$ cat config.mk
export PLATFORM = sky130hd
export DESIGN_NAME = trig_capture_ctrl
export DESIGN_NICKNAME = d
export VERILOG_FILES = /design/src/rtl/trig_pkg.sv /design/src/rtl/trig_combine.sv /design/src/rtl/trig_capture_ctrl.sv
export SDC_FILE = /design/constraint.sdc
export NUM_CORES = 1
export LEC_CHECK = 0
export BUFFER_PORTS_ARGS = -buffer_cell sky130_fd_sc_hd__buf_2
export CORE_MARGIN = 3
export CORE_UTILIZATION = 35
export DETAILED_ROUTE_END_ITERATION = 8
export HOLD_SLACK_MARGIN = 0.06
export PLACE_DENSITY_LB_ADDON = 0.05
export SYNTH_ARGS = -nofsm -noshare
export SYNTH_HDL_FRONTEND = slang
export SYNTH_SLANG_ARGS = --single-unit
$ cat constraint.sdc
create_clock -name clk -period 6.35 [get_ports clk]
set_input_delay 0.9525 -clock clk [delete_from_list [all_inputs] [get_ports clk]]
set_output_delay 0.9525 -clock clk [all_outputs]
set_load 0.01 [all_outputs]
$ cat src/rtl/trig_pkg.sv
// Shared types for the trigger/capture path: capture state encoding used by the
// controller and by the UI status readback.
package trig_pkg;

  typedef enum logic [2:0] {
    IDLE  = 3'd0,
    PRE   = 3'd1,
    ARMED = 3'd2,
    POST  = 3'd3,
    DONE  = 3'd4
  } cap_state_t;

endpackage

$ cat src/rtl/trig_combine.sv
// Combines the per-channel trigger terms with the protocol trigger and
// registers the result once so the controller sees a clean, glitch-free level.
module trig_combine #(
  parameter int CHANNELS = 5
) (
  input  logic                clk,
  input  logic                rst_n,
  input  logic [CHANNELS-1:0] ch_trig,
  input  logic                prot_trig,
  output logic                trig_q
);

  always_ff @(posedge clk or negedge rst_n) begin
    if (!rst_n) trig_q <= 1'b0;
    else        trig_q <= (&ch_trig) & prot_trig;
  end

endmodule

$ cat src/rtl/trig_capture_ctrl.sv
// Capture sequencer for the sample RAM: pre-trigger fill, arm, wait for the
// combined trigger, count post-trigger samples, then hold until acknowledged.
module trig_capture_ctrl
  import trig_pkg::*;
#(
  parameter int CHANNELS = 5,
  parameter int ENTRIES  = 384,
  parameter int ADDR_W   = 9
) (
  input  logic                clk,
  input  logic                rst_n,
  input  logic                run,
  input  logic                clr_done,
  input  logic                en_sample,
  input  logic [CHANNELS-1:0] CHxTrig,
  input  logic                protTrig,
  input  logic [ADDR_W-1:0]   trig_pos,
  output logic                set_armed,
  output logic                we,
  output logic [ADDR_W-1:0]   waddr,
  output logic                triggered,
  output logic                capture_done
);

  localparam logic [ADDR_W-1:0] LAST_ADDR = ADDR_W'(ENTRIES - 1);
  localparam logic [ADDR_W:0]   DEPTH     = (ADDR_W+1)'(ENTRIES);

  cap_state_t        state, state_d;
  logic [ADDR_W-1:0] waddr_d;
  logic [ADDR_W:0]   smpl_cnt, smpl_d, smpl_inc;
  logic [ADDR_W:0]   post_cnt, post_d, post_inc;
  logic [ADDR_W-1:0] tpos, tpos_d;
  logic [ADDR_W:0]   fill_tgt;
  logic [ADDR_W:0]   tpos_ext;
  logic              trig_q;
  logic              we_c;

  function automatic logic [ADDR_W-1:0] sat_tpos(input logic [ADDR_W-1:0] tp);
    if (tp > LAST_ADDR) return LAST_ADDR;
    return tp;
  endfunction

  function automatic logic [ADDR_W-1:0] wrap_inc(input logic [ADDR_W-1:0] a);
    if (a == LAST_ADDR) return '0;
    return a + 1'b1;
  endfunction

  trig_combine #(
    .CHANNELS (CHANNELS)
  ) u_combine (
    .clk       (clk),
    .rst_n     (rst_n),
    .ch_trig   (CHxTrig),
    .prot_trig (protTrig),
    .trig_q    (trig_q)
  );

  assign tpos_ext = {1'b0, tpos};
  assign fill_tgt = DEPTH - tpos_ext;
  assign smpl_inc = smpl_cnt + 1'b1;
  assign post_inc = post_cnt + 1'b1;
  assign we       = we_c;

  always_comb begin
    state_d = state;
    we_c    = 1'b0;
    waddr_d = waddr;
    smpl_d  = smpl_cnt;
    post_d  = post_cnt;
    tpos_d  = tpos;
    case (state)
      IDLE: begin
        waddr_d = '0;
        if (run) begin
          state_d = PRE;
          smpl_d  = '0;
          post_d  = '0;
          tpos_d  = sat_tpos(trig_pos);
        end
      end
      PRE: begin
        if (en_sample) begin
          we_c    = 1'b1;
          waddr_d = wrap_inc(waddr);
          smpl_d  = smpl_inc;
          if (smpl_inc == fill_tgt) state_d = ARMED;
        end
      end
      ARMED: begin
        // A sample arriving with the trigger is still written before POST.
        if (en_sample) begin
          we_c    = 1'b1;
          waddr_d = wrap_inc(waddr);
        end
        if (trig_q) begin
          state_d = POST;
          post_d  = '0;
        end
      end
      POST: begin
        // Only reachable with post_cnt==tpos on entry when tpos is zero.
        if (post_cnt == tpos_ext) begin
          state_d = DONE;
        end else if (en_sample) begin
          we_c    = 1'b1;
          waddr_d = wrap_inc(waddr);
          post_d  = post_inc;
          if (post_inc == tpos_ext) state_d = DONE;
        end
      end
      DONE: begin
        if (clr_done) begin
          state_d = IDLE;
          waddr_d = '0;
        end
      end
      default: state_d = IDLE;
    endcase
  end

  always_ff @(posedge clk or negedge rst_n) begin
    if (!rst_n) begin
      state        <= IDLE;
      waddr        <= '0;
      smpl_cnt     <= '0;
      post_cnt     <= '0;
      tpos         <= '0;
      set_armed    <= 1'b0;
      triggered    <= 1'b0;
      capture_done <= 1'b0;
    end else begin
      state        <= state_d;
      waddr        <= waddr_d;
      smpl_cnt     <= smpl_d;
      post_cnt     <= post_d;
      tpos         <= tpos_d;
      set_armed    <= (state_d == ARMED) || (state_d == POST);
      triggered    <= (state_d == POST) || (state_d == DONE);
      capture_done <= (state_d == DONE);
    end
  end

endmodule

==> flow_summary.toml <==
[outcome]
outcome = "complete, no violations"

[cells_and_area]
fillCellCount = 780
final_area_um2 = 3210
drive_above_1_share_pct = 15.7
seq_area_um2 = 1130
final_cell_mix = "o21ai_0, nor2_1, dfrtp_1"
fin_util_pct = 40.7
area_delta_synth_final_pct = 10.4
num-nets-final = 387
multi_input_area_um2 = 1640
insertedDiodeCount = 0

[detailed_routing]
drcViolationCount = 0
wl_per_cell_um = 15.2
routed_wl_um = 7100
ant_nets = 0
vias_per_cell = 5.20
drt_iter0_markers = 102
vias = 2422
drtPass1Iterations = 4

[floorplan]
die_width_um = 97.1
coreArea_um2 = 7890
initial_utilization_pct = 36.8
io_pins = 33
rows = 32
dieArea_um2 = 9430
die_y_um = 97.1

[clocking]
post_cts_buffers = 0
cts_resized = 0
clockBufferDepth = 2
clock_sinks = 45
htree_levels = 2
clkLatencyLatePin_ns = 0.30
hold_buffers = 0
numCtsBuffers = 5
root_buffer = "clkbuf_8"
clk_pin_slew_ns = 0.09
cts_tree = "yes"

[synthesis]
synthFlopType = "dfrtp_1"
ys_top_cells_by_area = "dfrtp_1, o21ai_0, nor2_1"
synth_top_cell_area_share_pct = 38.8
yosysWarnings = 0
syn_inst = 336
syn_avg_cell_area_um2 = 8.65
yosysTopAreaCell = "dfrtp_1"
synth_cell_types = 55
synth-seq-cells = 45
synth.net_count = 360
syn_area_um2 = 2910
synth-edff-count = 0
seq_area_frac_synth_pct = 38.8
async_flop_share_pct = 100

[critical_path]
crit_slowest_cell = "nor4_1"
crit_arrival_ns = 2.12
critPathLaunchType = "register"
cpPeakStageDelay_ns = 0.49
r2r_slack_ns = 3.69
worst_setup_path_end_kind = "primary output"
path_cells = "xor2_1, nor4_1, and3_1, a31oi_1, buf_2"
cp.required_ns = 5.40
worstPathMaxFanout = 6
crit_type = "reg2out"

[pwr]
sw_frac_of_total_pct = 43.0
p_switching_mw = 0.490
combPwrFrac_pct = 42.1
p_total_mw = 1.14
p_clk_share_pct = 17.6
p_int_mw = 0.650
p_per_area_nw_per_um2 = 356
seqPwrFrac_pct = 40.3
p_leak_nw = 1.39
peakVddDrop_mv = 0.162

[placement]
dp_slack_ns = 3.45
place_area_um2 = 3110
hpwl_um = 5220
io_buffers = 32
routabilityCongestion = 0.854

[timing]
fmax_ghz = 0.325
hold_viol = 0
post-route-period-util_pct = 48.4
tightestPinTransition_ns = 0.896
drv_slew = 0
clock_skew_ns = 0.00444
worst_slack_ns = 3.28
tns_ns = 0
rsz0062_at_grt = "no"
final-setup-viol-count = 0
min_period_ns = 3.07
slew_headroom_pct = 40.1

[job]
maxCapViolations = 0

[global_route]
grt_max_degree = 46
grt_pass1_wl_um = 12400
track_usage_pct = 16.0
antenna_found_initial = 0
grt_overflow = 0
grt_pass1_vias = 2399

[hold_path]
hp-class = "reg2reg"
-- area by class of cell --
type | count | area share [%]
multi-input combinational | 268 | 51.2
timing repair buffer | 34 | 5.46
clock buffer | 7 | 3.00
sequential | 45 | 35.1
inverter | 9 | 1.05
clock inverter | 1 | 0.156
tap | 102 | 3.98
-- metrics by stage --
step | instances | hold slack (ns)
2_1_floorplan | 336 | 0.484
3_3_place_gp | 458 | 0.499
3_5_place_dp | 458 | 0.503
4_1_cts | 466 | 0.516
5_1_grt | 466 | 0.534
6_report | 466 | 0.518
-- sequential cells by signal (all words and copies together) (netlist names) --
register,cells
triggered,1
set_armed,1
post_cnt,10
tpos,9
waddr,9
capture_done,1
u_combine.trig_q,1
smpl_cnt,10
state,3
-- cell families (layout without fill, tap and decap cells) --
group                    Yosys count  after routing  share of synthesized area [%]
flip-flops                        45             45                           38.8
AND/OR/NAND/NOR                  144            144                           25.1
buffers and inverters             23             51                           4.69
AO/OA/AOI/OAI                     81             81                           16.8
multiplexers                       2              2                          0.732
XOR/XNOR                          37             37                           12.1
adder cells (fa/ha/maj)            4              4                           1.72
-- worst max-delay path: cells and delay by family (launching register included) --
family,cells,cell delay (ns)
AND/OR/NAND/NOR,2,0.81
flip-flops,1,0.44
buffers and inverters,1,0.18
AO/OA/AOI/OAI,1,0.17
XOR/XNOR,1,0.21
-- power groups by stage --
stage	combinational, mW	clock [mW]	sequential, mW
after detailed placement	0.484	0	0.467
after global placement	0.484	0	0.465
after floorplan	0.420	0	0.417
final	0.480	0.201	0.460
after global routing	0.547	0.223	0.477
after CTS	0.486	0.212	0.461
-- synth_stat cells, types with 2 or more instances --
cell type	number
buf_2	2
a31o_2	2
o41ai_1	4
and3_1	6
o21ai_0	46
xor2_1	17
a31oi_1	5
nand2_1	30
ha_1	4
a21oi_1	6
nand3_1	18
nand3b_1	2
inv_1	9
clkbuf_1	6
nor4_1	2
nand2b_1	5
nor2_1	46
o31ai_1	4
o21ai_1	2
nand4_1	8
or3_1	2
and2_1	3
nor2b_1	3
a2bb2oi_1	2
xnor2_1	18
dfrtp_1	45
nor3_1	7
buf_6	5
-- per-layer routing --
layer | GRT usage [%] | vias to the layer above | wire [um]
li1 | - | 1241 | -
met3 | 3.37 | 6 | 182
met4 | 4.10 | 0 | 91
met1 | 22.8 | 1147 | 3600
met5 | 0 | - | 0
met2 | 24.6 | 28 | 3220
-- worst paths after layout --
check | start | to | depth (start not counted)
setup reg to reg | post_cnt[6] | waddr[3] | 7
hold / removal | waddr[8] | waddr[8] | 1
hold reg to reg | waddr[8] | waddr[8] | 1
setup / recovery | post_cnt[6] | we | 5
min in group asynchronous | rst_n | post_cnt[0] | 2
max in group asynchronous | rst_n | post_cnt[8] | 2
No activity file was read; power rests on OpenSTA's default activity.
